File: src/rtl/seg_pkg.sv
// rtl/seg_pkg.sv - shared segment bit map, scan FSM encoding and hex glyph table
package seg_pkg;

  localparam int SEG_A  = 0;
  localparam int SEG_B  = 1;
  localparam int SEG_C  = 2;
  localparam int SEG_D  = 3;
  localparam int SEG_E  = 4;
  localparam int SEG_F  = 5;
  localparam int SEG_G  = 6;
  localparam int SEG_DP = 7;

  typedef enum logic {
    ST_GUARD = 1'b0,
    ST_SHOW  = 1'b1
  } scan_state_t;

  // Glyphs packed as {g,f,e,d,c,b,a}; letters are A, b, C, d, E, F.
  localparam logic [6:0] HEX_SEG [16] = '{
    7'h3F, 7'h06, 7'h5B, 7'h4F, 7'h66, 7'h6D, 7'h7D, 7'h07,
    7'h7F, 7'h6F, 7'h77, 7'h7C, 7'h39, 7'h5E, 7'h79, 7'h71
  };

endpackage

File: src/rtl/seg_hex_decoder.sv
// rtl/seg_hex_decoder.sv - combinational hex digit plus decimal point to segment pattern
module seg_hex_decoder
  import seg_pkg::*;
(
  input  logic [3:0] hex,
  input  logic       dp,
  output logic [7:0] seg
);

  logic [6:0] glyph;

  always_comb begin
    glyph       = HEX_SEG[hex];
    seg         = '0;
    seg[SEG_A]  = glyph[0];
    seg[SEG_B]  = glyph[1];
    seg[SEG_C]  = glyph[2];
    seg[SEG_D]  = glyph[3];
    seg[SEG_E]  = glyph[4];
    seg[SEG_F]  = glyph[5];
    seg[SEG_G]  = glyph[6];
    seg[SEG_DP] = dp;
  end

endmodule

File: src/rtl/seg_scan_ctrl.sv
// rtl/seg_scan_ctrl.sv - multiplexed seven-segment scanner with pending/active digit banks
module seg_scan_ctrl
  import seg_pkg::*;
#(
  parameter int NUM_DIGITS   = 4,
  parameter int REFRESH_DIV  = 50000,
  parameter int BLANK_CYCLES = 2
) (
  input  logic                  clk,
  input  logic                  rst,
  input  logic                  en,
  input  logic                  in_valid,
  output logic                  in_ready,
  input  logic [2:0]            in_idx,
  input  logic [3:0]            in_data,
  input  logic                  in_dp,
  output logic [7:0]            seg,
  output logic [NUM_DIGITS-1:0] an,
  output logic                  frame_done,
  output logic                  wr_err
);

  localparam int CW = (REFRESH_DIV > 1) ? $clog2(REFRESH_DIV) : 1;
  localparam int DW = $clog2(NUM_DIGITS);
  localparam logic [CW-1:0] CNT_MAX  = CW'(REFRESH_DIV - 1);
  localparam logic [DW-1:0] DIG_MAX  = DW'(NUM_DIGITS - 1);
  localparam logic [3:0]    NUM_DIG4 = 4'(NUM_DIGITS);

  scan_state_t   state, nstate;
  logic [DW-1:0] digit, ndigit;
  logic [CW-1:0] cnt, ncnt;

  logic [3:0] pend_data   [NUM_DIGITS];
  logic       pend_dp     [NUM_DIGITS];
  logic [3:0] active_data [NUM_DIGITS];
  logic       active_dp   [NUM_DIGITS];
  logic [3:0] pnext_data  [NUM_DIGITS];
  logic       pnext_dp    [NUM_DIGITS];

  logic       wr_fire, wr_ok, wr_bad;
  logic       commit_now, next_commit;
  logic [3:0] dec_hex;
  logic       dec_dp;
  logic [7:0] dec_seg;

  assign wr_fire    = in_valid && in_ready;
  assign wr_ok      = wr_fire && ({1'b0, in_idx} < NUM_DIG4);
  assign wr_bad     = wr_fire && ({1'b0, in_idx} >= NUM_DIG4);
  assign commit_now = en && (state == ST_SHOW) && (digit == DIG_MAX) && (cnt == CNT_MAX);

  // Pending bank as it will be after this edge; also the commit source so a
  // write landing on the commit cycle is not lost for a frame.
  always_comb begin
    for (int i = 0; i < NUM_DIGITS; i++) begin
      pnext_data[i] = pend_data[i];
      pnext_dp[i]   = pend_dp[i];
      if (wr_ok && (in_idx == 3'(i))) begin
        pnext_data[i] = in_data;
        pnext_dp[i]   = in_dp;
      end
    end
  end

  always_comb begin
    nstate = ST_GUARD;
    ndigit = '0;
    ncnt   = '0;
    if (en) begin
      if (cnt == CNT_MAX) begin
        ncnt   = '0;
        ndigit = (digit == DIG_MAX) ? '0 : digit + 1'b1;
      end else begin
        ncnt   = cnt + 1'b1;
        ndigit = digit;
      end
      nstate = (int'(ncnt) < BLANK_CYCLES) ? ST_GUARD : ST_SHOW;
    end
  end

  assign next_commit = en && (nstate == ST_SHOW) && (ndigit == DIG_MAX) && (ncnt == CNT_MAX);

  // Outputs are registered from the next state, so with no guard slot the
  // first digit of a frame must already see the freshly committed value.
  always_comb begin
    dec_hex = active_data[ndigit];
    dec_dp  = active_dp[ndigit];
    if (commit_now) begin
      dec_hex = pnext_data[ndigit];
      dec_dp  = pnext_dp[ndigit];
    end
  end

  seg_hex_decoder u_dec (
    .hex (dec_hex),
    .dp  (dec_dp),
    .seg (dec_seg)
  );

  always_ff @(posedge clk or negedge rst) begin
    if (!rst) begin
      state      <= ST_GUARD;
      digit      <= '0;
      cnt        <= '0;
      an         <= '0;
      seg        <= '0;
      frame_done <= 1'b0;
      wr_err     <= 1'b0;
      in_ready   <= 1'b0;
      for (int i = 0; i < NUM_DIGITS; i++) begin
        pend_data[i]   <= '0;
        pend_dp[i]     <= 1'b0;
        active_data[i] <= '0;
        active_dp[i]   <= 1'b0;
      end
    end else begin
      in_ready   <= 1'b1;
      wr_err     <= wr_bad;
      state      <= nstate;
      digit      <= ndigit;
      cnt        <= ncnt;
      frame_done <= next_commit;
      for (int i = 0; i < NUM_DIGITS; i++) begin
        pend_data[i] <= pnext_data[i];
        pend_dp[i]   <= pnext_dp[i];
        if (commit_now) begin
          active_data[i] <= pnext_data[i];
          active_dp[i]   <= pnext_dp[i];
        end
      end
      if (nstate == ST_SHOW) begin
        an  <= NUM_DIGITS'(1) << ndigit;
        seg <= dec_seg;
      end else begin
        an  <= '0;
        seg <= '0;
      end
    end
  end

endmodule
File: config.mk
export PLATFORM = sky130hd
export DESIGN_NAME = seg_scan_ctrl
export DESIGN_NICKNAME = d
export VERILOG_FILES = /design/src/rtl/seg_pkg.sv /design/src/rtl/seg_hex_decoder.sv /design/src/rtl/seg_scan_ctrl.sv
export SDC_FILE = /design/constraint.sdc
export NUM_CORES = 1
export LEC_CHECK = 0
export BUFFER_PORTS_ARGS = -buffer_cell sky130_fd_sc_hd__buf_2
export CAP_MARGIN = 20
export CORE_MARGIN = 2
export CORE_UTILIZATION = 54
export DETAILED_ROUTE_END_ITERATION = 6
export PLACE_DENSITY = 0.78
export SLEW_MARGIN = 5
export SYNTH_ARGS = -nofsm -noshare
export SYNTH_HDL_FRONTEND = slang
export SYNTH_SLANG_ARGS = --single-unit
File: constraint.sdc
create_clock -name clk -period 3.3 [get_ports clk]
set_input_delay 0.495 -clock clk [delete_from_list [all_inputs] [get_ports clk]]
set_output_delay 0.495 -clock clk [all_outputs]
set_load 0.01 [all_outputs]
==> impl_metrics.env <==
export IMPL_power_density_nw_per_um2=449
export IMPL_overflow=0
export IMPL_synth_edf_count=0
export IMPL_finClkSkew_ns=0.0116
export IMPL_fill_cells=497
export IMPL_die_y_um=87.0
export IMPL_drv_slew=0
export IMPL_startpoint_type="flop"
export IMPL_synthFlopType="dfrtp_1"
export IMPL_crit_arrival_ns=3.39
export IMPL_viasPerCell=5.75
export IMPL_drt_iter0_markers=133
export IMPL_ctsHoldBuffers=0
export IMPL_async_reset_ff_frac=1.00
export IMPL_place_congestion=0.872
export IMPL_setup_viol=0
export IMPL_cp_max_fo=4
export IMPL_critPathCaptureType="flop"
export IMPL_yosys_area_share_adder=0.0269
export IMPL_cts_htree_levels=3
export IMPL_core_rowCount=30
export IMPL_slew_headroom=0.389
export IMPL_synth_cell_type_count=58
export IMPL_crit_required_ns=3.55
export IMPL_hp_class="primary input to asynchronous set/reset pin"
export IMPL_synth_compound_area_frac=0.107
export IMPL_via_count=2739
export IMPL_grt_pass1_wl_um=12900
export IMPL_vdd_drop_max_v=0.000196
export IMPL_grt_pass1_vias=2760
export IMPL_tightest_slew_ns=0.917
export IMPL_ant_nets=0
export IMPL_multiInputGateArea_um2=1820
export IMPL_clock_latency_ns=0.35
export IMPL_diodes=0
export IMPL_synth_nets=362
export IMPL_synth_simple_area_share=0.165
export IMPL_dp_cells=459
export IMPL_drt_drc_violations_left=0
export IMPL_cts_tree="done"
export IMPL_layout_cells_non_filler=476
export IMPL_antenna_found_initial=0
export IMPL_clock_sinks=74
export IMPL_seq_area_um2=1850
export IMPL_ys_warn_count=0
export IMPL_postSynthAreaPerCell_um2=10.9
export IMPL_status="finished clean"
export IMPL_synth_xor_area_frac=0.0424
export IMPL_grt_total_usage=0.221
export IMPL_initial_core_util=0.553
export IMPL_die_x_um=87.0
export IMPL_post_route_util=0.653
export IMPL_grt_start_max_net_pins=75
export IMPL_p_leak_nw=2.05
export IMPL_syn_to_final_growth_pct=17.9
export IMPL_mostFrequentLayoutCell="dfrtp_1"
export IMPL_stdcell_area_um2=4380
export IMPL_clock_path_buffers=2
export IMPL_ys_seq_elements=74
export IMPL_clkTransAtPathRegs_ns=0.08
export IMPL_nNetsFinal=411
export IMPL_die_area_um2=7560
export IMPL_cp_cell_sequence="nor4_4 > nand4_4 > nor2_4 > mux2_4 > mux2_4 > a222oi_1 > inv_1 > ha_4 > nor2_4 > a211oi_2 > a2111oi_2"
export IMPL_cts_buffers_inserted=9
export IMPL_drive_above_1_share=0.306
export IMPL_hpwlAfterDp_um=5450
export IMPL_slowest_delay_ns=0.43
export IMPL_layout_common_cells="73 x dfrtp_1, 30 x nand2_1, 28 x nor2_1, 27 x buf_4"
export IMPL_syn_area_um2=3720
export IMPL_wl_per_cell_um=16.0
export IMPL_placed_area_um2=4100
export IMPL_io_pins=27
export IMPL_post_route_min_period_ns=3.15
export IMPL_core_um2=6720
export IMPL_syn_inst=342
export IMPL_final_hold_viol_count=0
export IMPL_hold_ws_ns=0.332
export IMPL_first_pass_iters=5
export IMPL_io_buffers=26
export IMPL_max_freq_mhz=318
export IMPL_crit_type="flop to flop"
export IMPL_synth_top_family_by_area="simple AND/OR/NAND/NOR gates"
export IMPL_synthMuxAreaShare=0.119
export IMPL_wl_um=7600
export IMPL_synth_seq_area_share=0.498
export IMPL_cts_root_buf="clkbuf_8"
export IMPL_crit_slowest_cell="dfrtp_1"
export IMPL_total_power_mw=1.97
export IMPL_maxCapViolCount=0
export IMPL_fin_crit_sh=0.953
kinds of logic (layout without fill, tap and decap cells):
group / count (synthesis) / after routing
compound gates: 52 / 52
xor+xnor: 18 / 18
fa+ha+maj: 8 / 8
buf+inv: 31 / 85
flops: 74 / 74
mux: 39 / 39
other cells: 1 / 1
simple gates: 119 / 119
state kept, by name (all words and copies together) (netlist names):
name         flops
wr_err           1
cnt             16
in_ready         1
frame_done       1
state            1
active_data     16
pend_dp          4
digit            2
an               4
seg              8
pend_data       16
active_dp        4
stage by stage:
| stage | TNS (ns) | worst slack (ns) |
|---|---|---|
| finish | 0 | 0.155 |
| global route | -0.0251 | -0.0144 |
| CTS | 0 | 0.0897 |
| detailed placement | -0.00941 | -0.00941 |
| global placement | 0 | 0.0261 |
| floorplan | -0.0583 | -0.0583 |
path summary, 6_finish.rpt:
kind / startpoint / end / slack (ns) / cells past startpoint
worst max-delay path: cnt[10] / seg[3] / 0.15 / 11
worst max register to register: cnt[10] / seg[3] / 0.15 / 11
worst min-delay path: rst / wr_err / 0.33 / 2
min in group clk: in_valid / wr_err / 0.43 / 2
worst min register to register: pend_data[5] / pend_data[5] / 0.49 / 2
max in group asynchronous: rst / cnt[0] / 2.29 / 2
synthesized netlist by cell type, types with 6 or more instances:
library cell | number | area, um^2
a21oi_1 | 9 | 45.0
and2_1 | 10 | 62.6
buf_2 | 7 | 35.0
dfrtp_1 | 74 | 1850
ha_1 | 8 | 100
inv_1 | 14 | 52.6
mux2_2 | 27 | 304
mux2i_1 | 8 | 80.1
nand2_1 | 31 | 116
nand3_1 | 13 | 65.1
nand4_1 | 6 | 37.5
nor2_1 | 30 | 113
o21ai_0 | 10 | 50.1
xnor2_1 | 7 | 61.3
xor2_1 | 11 | 96.3
cell type report:
cell class / instances / share of cell area
multi-input cells: 237 / 0.415
well taps: 80 / 0.0228
clock buffers: 10 / 0.0291
inverters: 16 / 0.0137
flip-flops and latches: 74 / 0.423
repair buffers: 53 / 0.0759
clock inverters: 6 / 0.0205
worst max-delay path, delay by kind of cell (launching register included):
kind | cells | cell delay, ns
fa+ha+maj | 1 | 0.21
compound gates | 3 | 0.73
mux | 2 | 0.61
flops | 1 | 0.43
simple gates | 4 | 0.87
buf+inv | 1 | 0.19
metal layers:
metal / GRT usage / wire (um) / vias up
li1: - / - / 1315
met1: 0.283 / 3380 / 1356
met2: 0.370 / 3780 / 57
met3: 0.0512 / 339 / 11
met4: 0.0753 / 102 / 0
met5: 0 / 0 / -
report_power, final:
group | switching [mW] | leakage (nW) | internal, mW
clock | 0.345 | 0.107 | 0.429
sequential | 0.0239 | 0.969 | 0.979
combinational | 0.108 | 0.974 | 0.0829
total | 0.477 | 2.05 | 1.49
what timing repair did:
action                     4_1_cts  5_1_grt
setup buffers                    0        1
setup endpoints to repair        0        3
gates resized for setup          0       11
Power figures use the tool's default switching activity.
